==> config.mk <==
export PLATFORM = sky130hd
export DESIGN_NAME = tinyml_requant_ci_flat
export DESIGN_NICKNAME = d
export VERILOG_FILES = /design/src/rtl/tinyml_requant_ci_if.sv /design/src/rtl/tinyml_requant_ci.sv /design/src/flat_wrapper.sv
export SDC_FILE = /design/constraint.sdc
export NUM_CORES = 2
export LEC_CHECK = 0
export ABC_AREA = 1
export CAP_MARGIN = 15
export CORE_MARGIN = 3
export CORE_UTILIZATION = 40
export CTS_CLUSTER_SIZE = 30
export DETAILED_ROUTE_END_ITERATION = 10
export PLACE_DENSITY = 0.61
export SETUP_SLACK_MARGIN = 0.3
export SLEW_MARGIN = 25
export SYNTH_ARGS = -nofsm -noshare
export SYNTH_HDL_FRONTEND = slang
export SYNTH_SLANG_ARGS = --single-unit
==> constraint.sdc <==
create_clock -name clk -period 27.7 [get_ports clk]
set_input_delay 4.155 -clock clk [delete_from_list [all_inputs] [get_ports clk]]
set_output_delay 4.155 -clock clk [all_outputs]
set_load 0.005 [all_outputs]
==> src/rtl/tinyml_requant_ci_if.sv <==
// Custom-instruction cmd/rsp bus for tinyml_requant_ci.
// master = CPU side, slave = requant unit.
interface tinyml_requant_ci_if;
  logic        cmd_valid;
  logic [9:0]  cmd_function_id;
  logic [31:0] cmd_inputs_0;
  logic [31:0] cmd_inputs_1;
  logic        cmd_ready;
  logic        rsp_valid;
  logic [31:0] rsp_outputs_0;
  logic        rsp_ready;

  modport master (
    output cmd_valid,
    output cmd_function_id,
    output cmd_inputs_0,
    output cmd_inputs_1,
    output rsp_ready,
    input  cmd_ready,
    input  rsp_valid,
    input  rsp_outputs_0
  );

  modport slave (
    input  cmd_valid,
    input  cmd_function_id,
    input  cmd_inputs_0,
    input  cmd_inputs_1,
    input  rsp_ready,
    output cmd_ready,
    output rsp_valid,
    output rsp_outputs_0
  );
endinterface

==> src/rtl/tinyml_requant_ci.sv <==
// int32->int8 TFLite requant custom instruction, one outstanding cmd.
// Ports: clk, rstn (async low), bus (cmd/rsp slave, see _if).
module tinyml_requant_ci #(
  parameter int LATENCY = 4
) (
  input logic                clk,
  input logic                rstn,
  tinyml_requant_ci_if.slave bus
);
  localparam int CW = $clog2(LATENCY);
  localparam logic [CW-1:0] LAST = CW'(LATENCY - 1);
  localparam logic signed [63:0] NUDGE_P = 64'sd1073741824;
  localparam logic signed [63:0] NUDGE_N = -64'sd1073741823;
  localparam logic signed [63:0] RND_TZ = 64'sd2147483647;

  typedef enum logic [1:0] {IDLE, CALC, RESP} state_t;

  state_t        state;
  state_t        state_nx;
  logic [CW-1:0] stg;

  logic       accept;
  logic       hs;
  logic [2:0] op;
  logic       op_mult;
  logic       op_out;
  logic       op_rq;
  logic       op_cnt;

  assign accept  = bus.cmd_valid & bus.cmd_ready;
  assign hs      = bus.rsp_valid & bus.rsp_ready;
  assign op      = bus.cmd_function_id[2:0];
  assign op_mult = (op == 3'd0);
  assign op_out  = (op == 3'd1);
  assign op_rq   = (op == 3'd2);
  assign op_cnt  = (op == 3'd3);

  logic signed [31:0] mult;
  logic signed [31:0] offset;
  logic signed [5:0]  shift;
  logic signed [7:0]  act_min;
  logic signed [7:0]  act_max;

  always_ff @(posedge clk or negedge rstn) begin
    if (!rstn) begin
      mult    <= 32'sh4000_0000;
      shift   <= 6'sd1;
      offset  <= '0;
      act_min <= 8'sh80;
      act_max <= 8'sh7F;
    end else if (accept) begin
      if (op_mult) begin
        mult  <= bus.cmd_inputs_0;
        shift <= bus.cmd_inputs_1[5:0];
      end
      if (op_out) begin
        offset  <= bus.cmd_inputs_0;
        act_min <= bus.cmd_inputs_1[7:0];
        act_max <= bus.cmd_inputs_1[15:8];
      end
    end
  end

  always_ff @(posedge clk or negedge rstn) begin
    if (!rstn) state <= IDLE;
    else       state <= state_nx;
  end

  always_comb begin
    state_nx = state;
    unique case (state)
      IDLE: if (accept) state_nx = op_rq ? CALC : RESP;
      CALC: if (stg == LAST) state_nx = RESP;
      RESP: if (bus.rsp_ready) state_nx = IDLE;
      default: state_nx = IDLE;
    endcase
  end

  always_comb begin
    bus.cmd_ready = 1'b0;
    bus.rsp_valid = 1'b0;
    unique case (state)
      IDLE: bus.cmd_ready = 1'b1;
      RESP: bus.rsp_valid = 1'b1;
      default: ;
    endcase
  end

  always_ff @(posedge clk or negedge rstn) begin
    if (!rstn)
      stg <= '0;
    else if (accept && op_rq)
      stg <= CW'(1);
    else if (state == CALC)
      stg <= stg + 1'b1;
  end

  logic [4:0] ls;
  logic [5:0] rs;

  assign ls = shift[5] ? 5'd0 : shift[4:0];
  assign rs = shift[5] ? (~shift + 6'd1) : 6'd0;

  // Datapath: operands -> left shift -> 64b product -> round/clamp.
  // Stages free-run; config is stable while a command is in flight.
  logic [31:0]        a_q;
  logic [31:0]        b_q;
  logic [31:0]        x_q;
  logic signed [63:0] p_q;
  logic               sat_q;

  always_ff @(posedge clk or negedge rstn) begin
    if (!rstn) begin
      a_q   <= '0;
      b_q   <= '0;
      x_q   <= '0;
      p_q   <= '0;
      sat_q <= 1'b0;
    end else begin
      if (accept) begin
        a_q <= bus.cmd_inputs_0;
        b_q <= bus.cmd_inputs_1;
      end
      x_q   <= (a_q + b_q) << ls;
      p_q   <= $signed({{32{x_q[31]}}, x_q})
             * $signed({{32{mult[31]}}, mult});
      sat_q <= (x_q == 32'h8000_0000)
             && (mult == 32'sh8000_0000);
    end
  end

  logic signed [63:0] q;
  logic signed [63:0] qa;
  logic [31:0]        sr;
  logic [31:0]        mask;
  logic [31:0]        rem;
  logic [31:0]        thr;
  logic signed [31:0] sh;
  logic [31:0]        y;
  logic signed [32:0] sum;
  logic signed [32:0] mn;
  logic signed [32:0] mx;
  logic signed [32:0] lo;
  logic signed [32:0] hi;
  logic [31:0]        result;

  always_comb begin
    q    = p_q + (p_q[63] ? NUDGE_N : NUDGE_P);
    // bias negatives so the arithmetic shift truncates toward zero
    qa   = q[63] ? (q + RND_TZ) : q;
    sr   = sat_q ? 32'h7FFF_FFFF : qa[62:31];
    mask = 32'((33'd1 << rs) - 33'd1);
    rem  = sr & mask;
    thr  = (mask >> 1) + {31'd0, sr[31]};
    sh   = $signed(sr) >>> rs;
    y    = sh + {31'd0, (rem > thr)};
    sum  = $signed({y[31], y})
         + $signed({offset[31], offset});
    mn   = $signed({{25{act_min[7]}}, act_min});
    mx   = $signed({{25{act_max[7]}}, act_max});
    lo   = (sum < mn) ? mn : sum;
    hi   = (lo > mx) ? mx : lo;
    result = {{24{hi[7]}}, hi[7:0]};
  end

  logic [31:0] rsp_data;
  logic [31:0] rq_cnt;
  logic        pend_rq;

  always_ff @(posedge clk or negedge rstn) begin
    if (!rstn) begin
      rsp_data <= '0;
      rq_cnt   <= '0;
      pend_rq  <= 1'b0;
    end else begin
      if (accept) begin
        pend_rq  <= op_rq;
        rsp_data <= op_cnt ? rq_cnt : 32'd0;
      end else if (state == CALC && stg == LAST) begin
        rsp_data <= result;
      end
      if (hs && pend_rq)
        rq_cnt <= rq_cnt + 32'd1;
    end
  end

  assign bus.rsp_outputs_0 = rsp_data;

  logic unused;
  assign unused = ^{bus.cmd_function_id[9:3], qa[63],
                    qa[30:0], hi[32:8]};
endmodule

==> src/flat_wrapper.sv <==
// flat-port wrapper written by rule: the top's interface ports become plain ports
module tinyml_requant_ci_flat 
#(
  parameter int LATENCY = 4
)
  (clk, rstn, bus_cmd_valid, bus_cmd_function_id, bus_cmd_inputs_0, bus_cmd_inputs_1, bus_rsp_ready, bus_cmd_ready, bus_rsp_valid, bus_rsp_outputs_0);
  tinyml_requant_ci_if bus_i ();
  input logic clk;
  input logic rstn;
  input wire logic [$bits(bus_i.cmd_valid)-1:0] bus_cmd_valid;
  input wire logic [$bits(bus_i.cmd_function_id)-1:0] bus_cmd_function_id;
  input wire logic [$bits(bus_i.cmd_inputs_0)-1:0] bus_cmd_inputs_0;
  input wire logic [$bits(bus_i.cmd_inputs_1)-1:0] bus_cmd_inputs_1;
  input wire logic [$bits(bus_i.rsp_ready)-1:0] bus_rsp_ready;
  output wire logic [$bits(bus_i.cmd_ready)-1:0] bus_cmd_ready;
  output wire logic [$bits(bus_i.rsp_valid)-1:0] bus_rsp_valid;
  output wire logic [$bits(bus_i.rsp_outputs_0)-1:0] bus_rsp_outputs_0;
  assign bus_i.cmd_valid = bus_cmd_valid;
  assign bus_i.cmd_function_id = bus_cmd_function_id;
  assign bus_i.cmd_inputs_0 = bus_cmd_inputs_0;
  assign bus_i.cmd_inputs_1 = bus_cmd_inputs_1;
  assign bus_i.rsp_ready = bus_rsp_ready;
  assign bus_cmd_ready = bus_i.cmd_ready;
  assign bus_rsp_valid = bus_i.rsp_valid;
  assign bus_rsp_outputs_0 = bus_i.rsp_outputs_0;
  tinyml_requant_ci #(.LATENCY(LATENCY)) u_core (.clk(clk), .rstn(rstn), .bus(bus_i));
endmodule
==> results_dict.tcl <==
set metrics [dict create \
    drt-initial-drc-count 4058 \
    ant_nets 0 \
    ys_seq_elements 316 \
    clock-sinks 316 \
    yosysTopAreaCellShare_pct 33.4 \
    drt_wl_total_um 204000 \
    clk_pin_slew_ns 0.07 \
    synth.distinct_cells 61 \
    reg2reg_to "u_core.bus.rsp_outputs_0[3]" \
    drive_gt1_share_pct 4.23 \
    initial_core_util_pct 40.4 \
    seq_area_frac_synth_pct 12.2 \
    vias_per_cell 5.15 \
    core_area_sq_um 161000 \
    placed_area_sq_um 68100 \
    cp-start-kind "register" \
    ff2ff_setup_slack_ns 9.92 \
    worst_clock_skew_ns 0.0234 \
    cts_resized 0 \
    ys.flop_type "dfrtp_1" \
    final_nets 10200 \
    grt_pass1_wl_um 324000 \
    ys_warn_count 0 \
    dp_cells 10800 \
    rsz0062_at_grt "no" \
    setup_viol 0 \
    fillers 16600 \
    hold_depth 2 \
    grt_antenna_before_repair 11 \
    max_freq_mhz 56.3 \
    vias 55700 \
    crit_path_frequent_cell "nand2_1" \
    async_flop_share_pct 100 \
    syn_avg_cell_area_sq_um 7.41 \
    cts_hold_buf 0 \
    row_count 147 \
    io_buffers 104 \
    synth_area_leaders "fa_1 33%, nand2_1 14%, dfrtp_1 12%, inv_1 11%, ha_1 7.5%" \
    synth_top_cell_by_area "fa_1" \
    cts-root-buf "clkbuf_16" \
    die-height_um 409 \
    tritoncts "done" \
    hold_end "u_core.pend_rq" \
    postLayoutCellArea_sq_um 69600 \
    synth_edf_count 0 \
    synth_fp_nets 10300 \
    synth_area_sq_um 65000 \
    htreeDepth 2 \
    layout_common_cells "2354 x nand2_1, 1944 x inv_1, 1083 x fa_1" \
    slew_headroom_pct 29.4 \
    path_class "register to register" \
    period_needed_ns 17.78 \
    fin_crit_sh_pct 64.2 \
    grt_start_max_net_pins 120 \
    grt_use_total_pct 24.5 \
    grt.overflow.total 0 \
    crit_required_ns 28.19 \
    worstPathArrival_ns 18.26 \
    post-route-drc-count 0 \
    r2r-start "u_core.p_q[63]" \
    critical_path_peak_fanout 36 \
    grt_pass1_vias 57300 \
    status "completed" \
    hpwl_um 157000 \
    dieWidth_um 409 \
    wire_per_inst_um 18.8 \
    gp_congestion 0.945 \
    max_stage_delay_ns 0.56 \
    clock_path_buffers 3 \
    crit_path_end_kind "register" \
    synthToLayoutAreaGrowth_pct 7.00 \
    maxCapViolCount 0 \
    ios 112 \
    critPathSlowestCell "nand2_1" \
    final_common_cell "nand2_1" \
    synthCells 8771 \
    hp-start "u_core.pend_rq" \
    insertion_delay_ns 0.58 \
    cts_setup_buffers 0 \
    setup-tns-final_ns 0 \
    finalHoldViolCount 0 \
    hp-class "register to register" \
    fin_cells 10800 \
    cts_buffers 39 \
    die_area_sq_um 167000 \
    firstDrtPassIters 6 \
    slew_viol_final 0 \
    worst_slew_pin_slew_ns 1.05 \
    reg2reg_depth 86 \
]
[Yosys cell counts, types with 5 or more instances]
master,number
xnor2_1,79
clkbuf_1,346
a21o_1,5
a22oi_1,10
and3_1,6
xor2_1,148
buf_2,22
nor2_2,25
nand3_2,28
nor2_4,21
o21ai_0,337
or2_2,40
nor3_2,8
nand4_1,134
nand3_1,440
o21a_1,10
nor2_1,454
dfstp_2,10
dfrtp_1,306
o211ai_1,15
ha_1,389
mux2i_1,6
nor3_1,43
o21bai_1,15
inv_1,1946
nor4_1,27
fa_1,1084
inv_2,10
a31oi_1,35
nand2_1,2355
o21ai_1,8
nand3b_1,13
buf_1,8
o22ai_1,8
a21oi_1,291
nand2_2,24
o221ai_1,6
a21boi_0,9
[state kept, by name (all words and copies together) (netlist names)]
| name | count |
|---|---|
| u_core.a_q | 32 |
| u_core.act_max | 8 |
| u_core.act_min | 8 |
| u_core.b_q | 32 |
| u_core.bus.rsp_outputs_0 | 32 |
| u_core.mult | 32 |
| u_core.offset | 32 |
| u_core.p_q | 64 |
| u_core.pend_rq | 1 |
| u_core.rq_cnt | 32 |
| u_core.sat_q | 1 |
| u_core.shift | 6 |
| u_core.state | 2 |
| u_core.stg | 2 |
| u_core.x_q | 32 |
[through the flow]
stage	worst slack (ns)	hold slack [ns]	util, %
final	9.92	0.486	43.2
after global routing	7.80	0.502	43.2
after detailed placement	9.96	0.468	42.3
after CTS	9.84	0.484	43.2
after global placement	10.17	0.464	42.3
after floorplan	14.52	0.446	-
[critical path, delay by kind of cell, from the launching register on]
kind                     cells  cell delay [ns]
AO/OA/AOI/OAI               17             3.78
XOR/XNOR                     3             0.44
adder cells (fa/ha/maj)      9             2.87
buffers and inverters       12             1.65
flip-flops                   1             0.36
AND/OR/NAND/NOR             45             8.48
[layer usage]
| metal | GRT usage, % | wire (um) | vias to the layer above |
|---|---|---|---|
| met3 | 3.81 | 14800 | 446 |
| met2 | 39.6 | 92600 | 1881 |
| met4 | 9.49 | 9340 | 0 |
| met5 | 0 | 0 | - |
| met1 | 33.2 | 87100 | 27400 |
| li1 | - | - | 26000 |
[layout make-up]
type	count	area [sq um]	area share, %
Antenna cell	3	7.51	0.0108
Multi-Input combinational cell	6116	48300	69.4
Clock buffer	50	1100	1.58
Inverter	1958	7350	10.6
Timing Repair Buffer	206	1840	2.64
Clock inverter	22	342	0.491
Tap cell	2160	2700	3.88
Sequential cell	316	7920	11.4
[logic make-up after synthesis]
family | after synthesis | synth area share, %
AOI/OAI and AO/OA | 775 | 6.46
xor gates and xnor gates | 228 | 3.08
adders and majority gates | 1473 | 40.9
buffers and inverters | 2339 | 13.6
DFF | 316 | 12.2
muxes | 6 | 0.0924
and+or+nand+nor | 3634 | 23.7
[worst max-delay path by stage]
stage                   startpoint                           end  slack [ns]  cells after the start
detailed placement  u_core.p_q[63]   u_core.bus.rsp_outputs_0[4]        9.96                     86
global route        u_core.p_q[63]   u_core.bus.rsp_outputs_0[4]        7.80                     86
CTS                 u_core.p_q[63]   u_core.bus.rsp_outputs_0[3]        9.84                     86
global placement    u_core.p_q[63]   u_core.bus.rsp_outputs_0[3]       10.17                     86
floorplan           u_core.p_q[63]  u_core.bus.rsp_outputs_0[11]       14.52                     85
finish              u_core.p_q[63]   u_core.bus.rsp_outputs_0[3]        9.92                     86
Power is left out: the tool's default activity adds up to more than one toggle a clock period on the data nets, which glitch-free logic cannot reach.
